## src/rtl/blaster_batch_pkg.sv

```systemverilog
// Shared types for the blaster response batcher: FSM states, flush causes
// and the pointer-width helper used to size the circular buffer.
package blaster_batch_pkg;

  typedef enum logic {
    COLLECT,
    DRAIN
  } state_e;

  typedef enum logic [1:0] {
    NONE,
    THRESH,
    TIMER,
    FORCE
  } flush_cause_e;

  function automatic int ptr_w(input int depth);
    return (depth > 1) ? $clog2(depth) : 1;
  endfunction

endpackage

```

## src/rtl/blaster_batch_ram.sv

```systemverilog
// DEPTH x 8 simple dual-port RAM, synchronous write, registered read (1 clk).
// The read register holds its value when rd_vld is low, so it doubles as a stall-safe output stage.
module blaster_batch_ram #(
  parameter int DEPTH = 64,
  parameter int AW    = 6
) (
  input  logic          i_clk,
  input  logic          i_reset,
  input  logic          wr_vld,
  input  logic [AW-1:0] wr_addr,
  input  logic [7:0]    wr_dat,
  input  logic          rd_vld,
  input  logic [AW-1:0] rd_addr,
  output logic [7:0]    rd_dat
);

  logic [7:0] mem [DEPTH];

  always_ff @(posedge i_clk) begin
    if (wr_vld) begin
      mem[wr_addr] <= wr_dat;
    end
  end

  always_ff @(posedge i_clk) begin
    if (i_reset) begin
      rd_dat <= 8'h00;
    end else if (rd_vld) begin
      rd_dat <= mem[rd_addr];
    end
  end

endmodule

```

## src/rtl/blaster_resp_batcher.sv

```systemverilog
// Batches TDO response bytes and releases bursts on threshold, latency timer or forced flush;
// first byte 1 clk after DRAIN entry, output held under i_tx_ready stall. Stats: BLASTER_BATCH_STATS_EN.
module blaster_resp_batcher
  import blaster_batch_pkg::*;
#(
  parameter int DEPTH           = 64,
  parameter int FLUSH_THRESHOLD = 16,
  parameter int LATENCY_CLKS    = 25000
) (
  input  logic                   i_clk,
  input  logic                   i_reset,
  input  logic [7:0]             i_data,
  input  logic                   i_valid,
  output logic                   o_ready,
  input  logic                   i_flush,
  output logic [7:0]             o_tx_data,
  output logic                   o_tx_valid,
  input  logic                   i_tx_ready,
  output logic [$clog2(DEPTH):0] o_level,
  output logic                   o_overflow,
  output logic [15:0]            o_timer_flushes
);

  localparam int PW = ptr_w(DEPTH);
  localparam int LW = $clog2(DEPTH) + 1;
  localparam logic [LW-1:0] FULL_LVL = LW'(DEPTH);
  localparam logic [LW-1:0] THR_LVL  = LW'(FLUSH_THRESHOLD);
  localparam logic [15:0]   LAT_LAST = 16'(LATENCY_CLKS - 1);

  state_e       state_q, state_d;
  flush_cause_e cause;

  logic          full;
  logic          wr_vld;
  logic          rd_vld;
  logic [PW-1:0] wr_ptr;
  logic [PW-1:0] rd_ptr;
  logic [LW-1:0] burst_cnt;
  logic [15:0]   timer;

  assign full    = (o_level == FULL_LVL);
  assign o_ready = ~full;
  assign wr_vld  = i_valid & ~full;

  always_ff @(posedge i_clk) begin
    if (i_reset) begin
      state_q <= COLLECT;
    end else begin
      state_q <= state_d;
    end
  end

  // Threshold outranks a forced flush, which outranks the timer, so a
  // TIMER cause always means the timer alone fired.
  always_comb begin
    state_d = state_q;
    cause   = NONE;
    rd_vld  = 1'b0;
    case (state_q)
      COLLECT: begin
        if (o_level >= THR_LVL) begin
          cause = THRESH;
        end else if (i_flush && (o_level != '0)) begin
          cause = FORCE;
        end else if ((o_level != '0) && (timer == LAT_LAST)) begin
          cause = TIMER;
        end
        if (cause != NONE) begin
          state_d = DRAIN;
        end
      end
      DRAIN: begin
        rd_vld = (burst_cnt != '0) && (!o_tx_valid || i_tx_ready);
        if ((burst_cnt == '0) && !o_tx_valid) begin
          state_d = COLLECT;
        end
      end
      default: state_d = COLLECT;
    endcase
  end

  always_ff @(posedge i_clk) begin
    if (i_reset) begin
      wr_ptr     <= '0;
      rd_ptr     <= '0;
      burst_cnt  <= '0;
      timer      <= '0;
      o_level    <= '0;
      o_tx_valid <= 1'b0;
      o_overflow <= 1'b0;
    end else begin
      if (wr_vld) begin
        wr_ptr <= wr_ptr + 1'b1;
      end
      if (i_valid && full) begin
        o_overflow <= 1'b1;
      end
      if (rd_vld) begin
        rd_ptr <= rd_ptr + 1'b1;
      end
      o_level <= o_level + LW'(wr_vld) - LW'(rd_vld);

      // Burst size is the registered level; a same-cycle write waits for the next flush.
      if (cause != NONE) begin
        burst_cnt <= o_level;
      end else if (rd_vld) begin
        burst_cnt <= burst_cnt - 1'b1;
      end

      if ((state_q == COLLECT) && (o_level != '0) && (cause == NONE)) begin
        timer <= timer + 1'b1;
      end else begin
        timer <= '0;
      end

      if (rd_vld) begin
        o_tx_valid <= 1'b1;
      end else if (i_tx_ready) begin
        o_tx_valid <= 1'b0;
      end
    end
  end

  blaster_batch_ram #(
    .DEPTH(DEPTH),
    .AW   (PW)
  ) u_ram (
    .i_clk  (i_clk),
    .i_reset(i_reset),
    .wr_vld (wr_vld),
    .wr_addr(wr_ptr),
    .wr_dat (i_data),
    .rd_vld (rd_vld),
    .rd_addr(rd_ptr),
    .rd_dat (o_tx_data)
  );

`ifdef BLASTER_BATCH_STATS_EN
  logic [15:0] timer_flushes;

  always_ff @(posedge i_clk) begin
    if (i_reset) begin
      timer_flushes <= '0;
    end else if ((cause == TIMER) && (timer_flushes != 16'hFFFF)) begin
      timer_flushes <= timer_flushes + 1'b1;
    end
  end

  assign o_timer_flushes = timer_flushes;
`else
  assign o_timer_flushes = 16'h0000;
`endif

endmodule

```

## config.mk

```make
export PLATFORM = sky130hd
export DESIGN_NAME = blaster_resp_batcher
export DESIGN_NICKNAME = d
export VERILOG_FILES = /design/src/rtl/blaster_batch_pkg.sv /design/src/rtl/blaster_batch_ram.sv /design/src/rtl/blaster_resp_batcher.sv
export SDC_FILE = /design/constraint.sdc
export NUM_CORES = 1
export LEC_CHECK = 0
export ABC_CLOCK_PERIOD_IN_PS = 8700
export CAP_MARGIN = 20
export CORE_MARGIN = 3
export CORE_UTILIZATION = 40
export CTS_CLUSTER_DIAMETER = 30
export DETAILED_ROUTE_END_ITERATION = 16
export DONT_BUFFER_PORTS = 1
export HOLD_SLACK_MARGIN = 0.08
export PLACE_DENSITY = 0.56
export SYNTH_ARGS = -nofsm -noshare
export SYNTH_HDL_FRONTEND = slang
export SYNTH_SLANG_ARGS = --single-unit
export TNS_END_PERCENT = 100
```

## constraint.sdc

```tcl
create_clock -name i_clk -period 8.7 [get_ports i_clk]
set_clock_uncertainty 0.05 [all_clocks]
set_input_delay 1.74 -clock i_clk [delete_from_list [all_inputs] [get_ports i_clk]]
set_output_delay 1.74 -clock i_clk [all_outputs]
set_load 0.05 [all_outputs]
```

==> flow_summary.toml <==
[status]
status = "completed"

[die]
initial_core_util_pct = 40.8
die_w_um = 244
fp.dieH_um = 244
boundaryPins = 47
std_cell_rows = 86
core_area_mm2 = 0.0555
die-area_mm2 = 0.0595

[synth]
synth-seq-cells = 565
synth_top_area_share_pct = 67.9
yosys-top-cells-area = "edfxtp_1 68%, mux4_2 8.1%, dfxtp_1 4.7%, mux2i_1 4.1%, nor2_1 1.9%"
ys.flop_type = "edfxtp_1"
syn_area_mm2 = 0.0227
yosysTopAreaCell = "edfxtp_1"
async_flop_share_pct = 0
synthCells = 1282
synth-edff-count = 512
ys_types = 61
yosysWarnings = 0
avgSynthCellArea_um2 = 17.7
yosysSeqAreaShare_pct = 72.6

[clock_network]
clock-root-buffer = "clkbuf_16"
holdBufCountCts = 0
ctsResizeCount = 0
cts_sinks = 565
cts_tree = "yes"
clk_pin_slew_ps = 50
cts_buffer_depth = 3
postCtsSetupBuffers = 0
cts_made_buffers = 109
cts_max_level = 3
clock_latency_ps = 630

[setup_path]
critPathArrivalTime_ps = 4550
critPathMaxFanout = 9
cp.required_ps = 8910
cp-start-kind = "register"
crit_type = "reg -> reg"
endpoint_kind = "register"

[routing]
drc = 0
totalWireLength_mm = 53.1
drt_iter0_drc = 949
first_pass_iters = 5
route.vias.total = 11800
via_per_inst = 5.41
wl_per_cell_um = 24.4
ant_nets = 0

[pwr]
p_leak_uw = 0.00850
peakVddDrop_mv = 0.170
power_per_cell_area_mw_per_mm2 = 310

[finish]
nNetsFinal = 1364
n_antenna_cell = 0
syn_to_final_growth_pct = 19.3
final_area_mm2 = 0.0270
layout-drive-gt1-share_pct = 21.5

[placement]
dpl_cell_area_mm2 = 0.0232
io_buffers = 0
post-dp-hpwl_mm = 30.9
gp_congestion = 0.793

[global_routing]
grt_usage_pct = 17.9
antenna_found_initial = 0
gr-total-overflow = 0
grt_pass1_vias = 12300
grt_pass1_wl_mm = 79.3
grt_max_degree = 65

[timing]
slew_headroom_pct = 34.3
rsz0062_at_grt = "no"
fin_tns_setup_ps = 0
hold_viol = 0
worstMarginPinSlew_ps = 983
post-route-period-util_pct = 49.9
slew_violations = 0
max_freq_mhz = 230
finalSetupViolations = 0
period_minus_slack_ps = 4340

[run]
maxCapViolCount = 0

[min_path]
hp-class = "reg -> reg"
-- cell usage after synthesis (all sizes together) (7+ instances only) --
cell and n:
o22ai 14, a22oi 17, dfxtp 53, ha 14, nand2 41, edfxtp 512
mux2i 93, xnor2 14, nor2 117, nor2b 7, a211oi 17, o21ai 23
buf 65, clkbuf 18, mux4 90, mux2 10, nand3 15, xor2 13
a21oi 38, a31oi 7, inv 19, nor3 7, o221ai 12, or3 10
-- cells in the final DEF (no fill, tap or decap), types with 19 or more instances in the layout --
cell type  instances
nand2_1           41
edfxtp_1         512
mux4_2            81
nor2_1           117
dfxtp_1           50
mux2i_1           93
clkbuf_16        111
inv_6             26
inv_1             19
o21ai_0           22
a21oi_1           36
-- cell families after synthesis --
logic type	after synthesis	synth area share [%]
DFF	565	72.6
other	1	0.0166
AOI/OAI and AO/OA	151	4.47
muxes	193	13.7
xor gates and xnor gates	27	1.04
adders and majority gates	15	0.862
and+or+nand+nor	228	4.60
buffers and inverters	102	2.74
-- stage by stage --
step | hold WS [ps] | worst slack (ps) | total power (µW) | util (%) | instances
floorplan | 368 | 4510 | 3930 | - | 1297
global placement | 382 | 3940 | 4110 | 41.8 | 1972
detailed placement | 388 | 3920 | 4120 | 41.8 | 1972
CTS | 399 | 4330 | 8440 | 48.7 | 2178
global route | 455 | 4060 | 8660 | 48.7 | 2179
finish | 392 | 4360 | 8370 | 48.7 | 2179
-- state kept, by name, summed over array words and instances (netlist names) --
signal and cells:
wr_ptr 6, timer 16, o_tx_valid 1, o_overflow 1
u_ram.mem 512, u_ram.rd_dat 8, burst_cnt 7, rd_ptr 6
o_level 7, state_q 1
-- power breakdown --
group          internal (µW)  total [µW]  switching [µW]
combinational            363         814             451
clock                   2840        4310            1470
sequential              3030        3250             215
total                   6240        8370            2130
-- area by class of cell --
cell class / instances / area [µm²]
Fill cell: 4643 / 28500
Sequential cell: 565 / 16400
Multi-Input combinational cell: 630 / 5650
Clock buffer: 119 / 2820
Clock inverter: 87 / 1010
Tap cell: 748 / 936
Timing Repair Buffer: 11 / 90.1
Inverter: 19 / 71.3
-- worst max-delay path, cell delays in order (launching register included) --
cell and delay (ps):
dfxtp_1 710, inv_1 170, ha_1 250, nor3b_1 150
a31oi_1 660, inv_1 190, nor2_1 250, nand3_1 690
nor2_1 830
-- final timing paths --
check	startpoint	endpoint	slack [ps]	cells past startpoint
setup / recovery	o_level[2]	u_ram.mem[62][0]	4360	8
hold / removal	timer[0]	timer[0]	390	1
setup reg to reg	o_level[2]	u_ram.mem[62][0]	4360	8
hold reg to reg	timer[0]	timer[0]	390	1
-- routing by layer --
metal	vias up	global-route usage, %	share of wire (%)	routed length (µm)
met5	-	0	0	0
met4	0	5.15	2.0	1080
met3	75	5.41	7.2	3820
met2	360	27.8	47	24900
met1	6131	24.5	44	23200
li1	5218	-	-	-
Power figures use the tool's default switching activity.
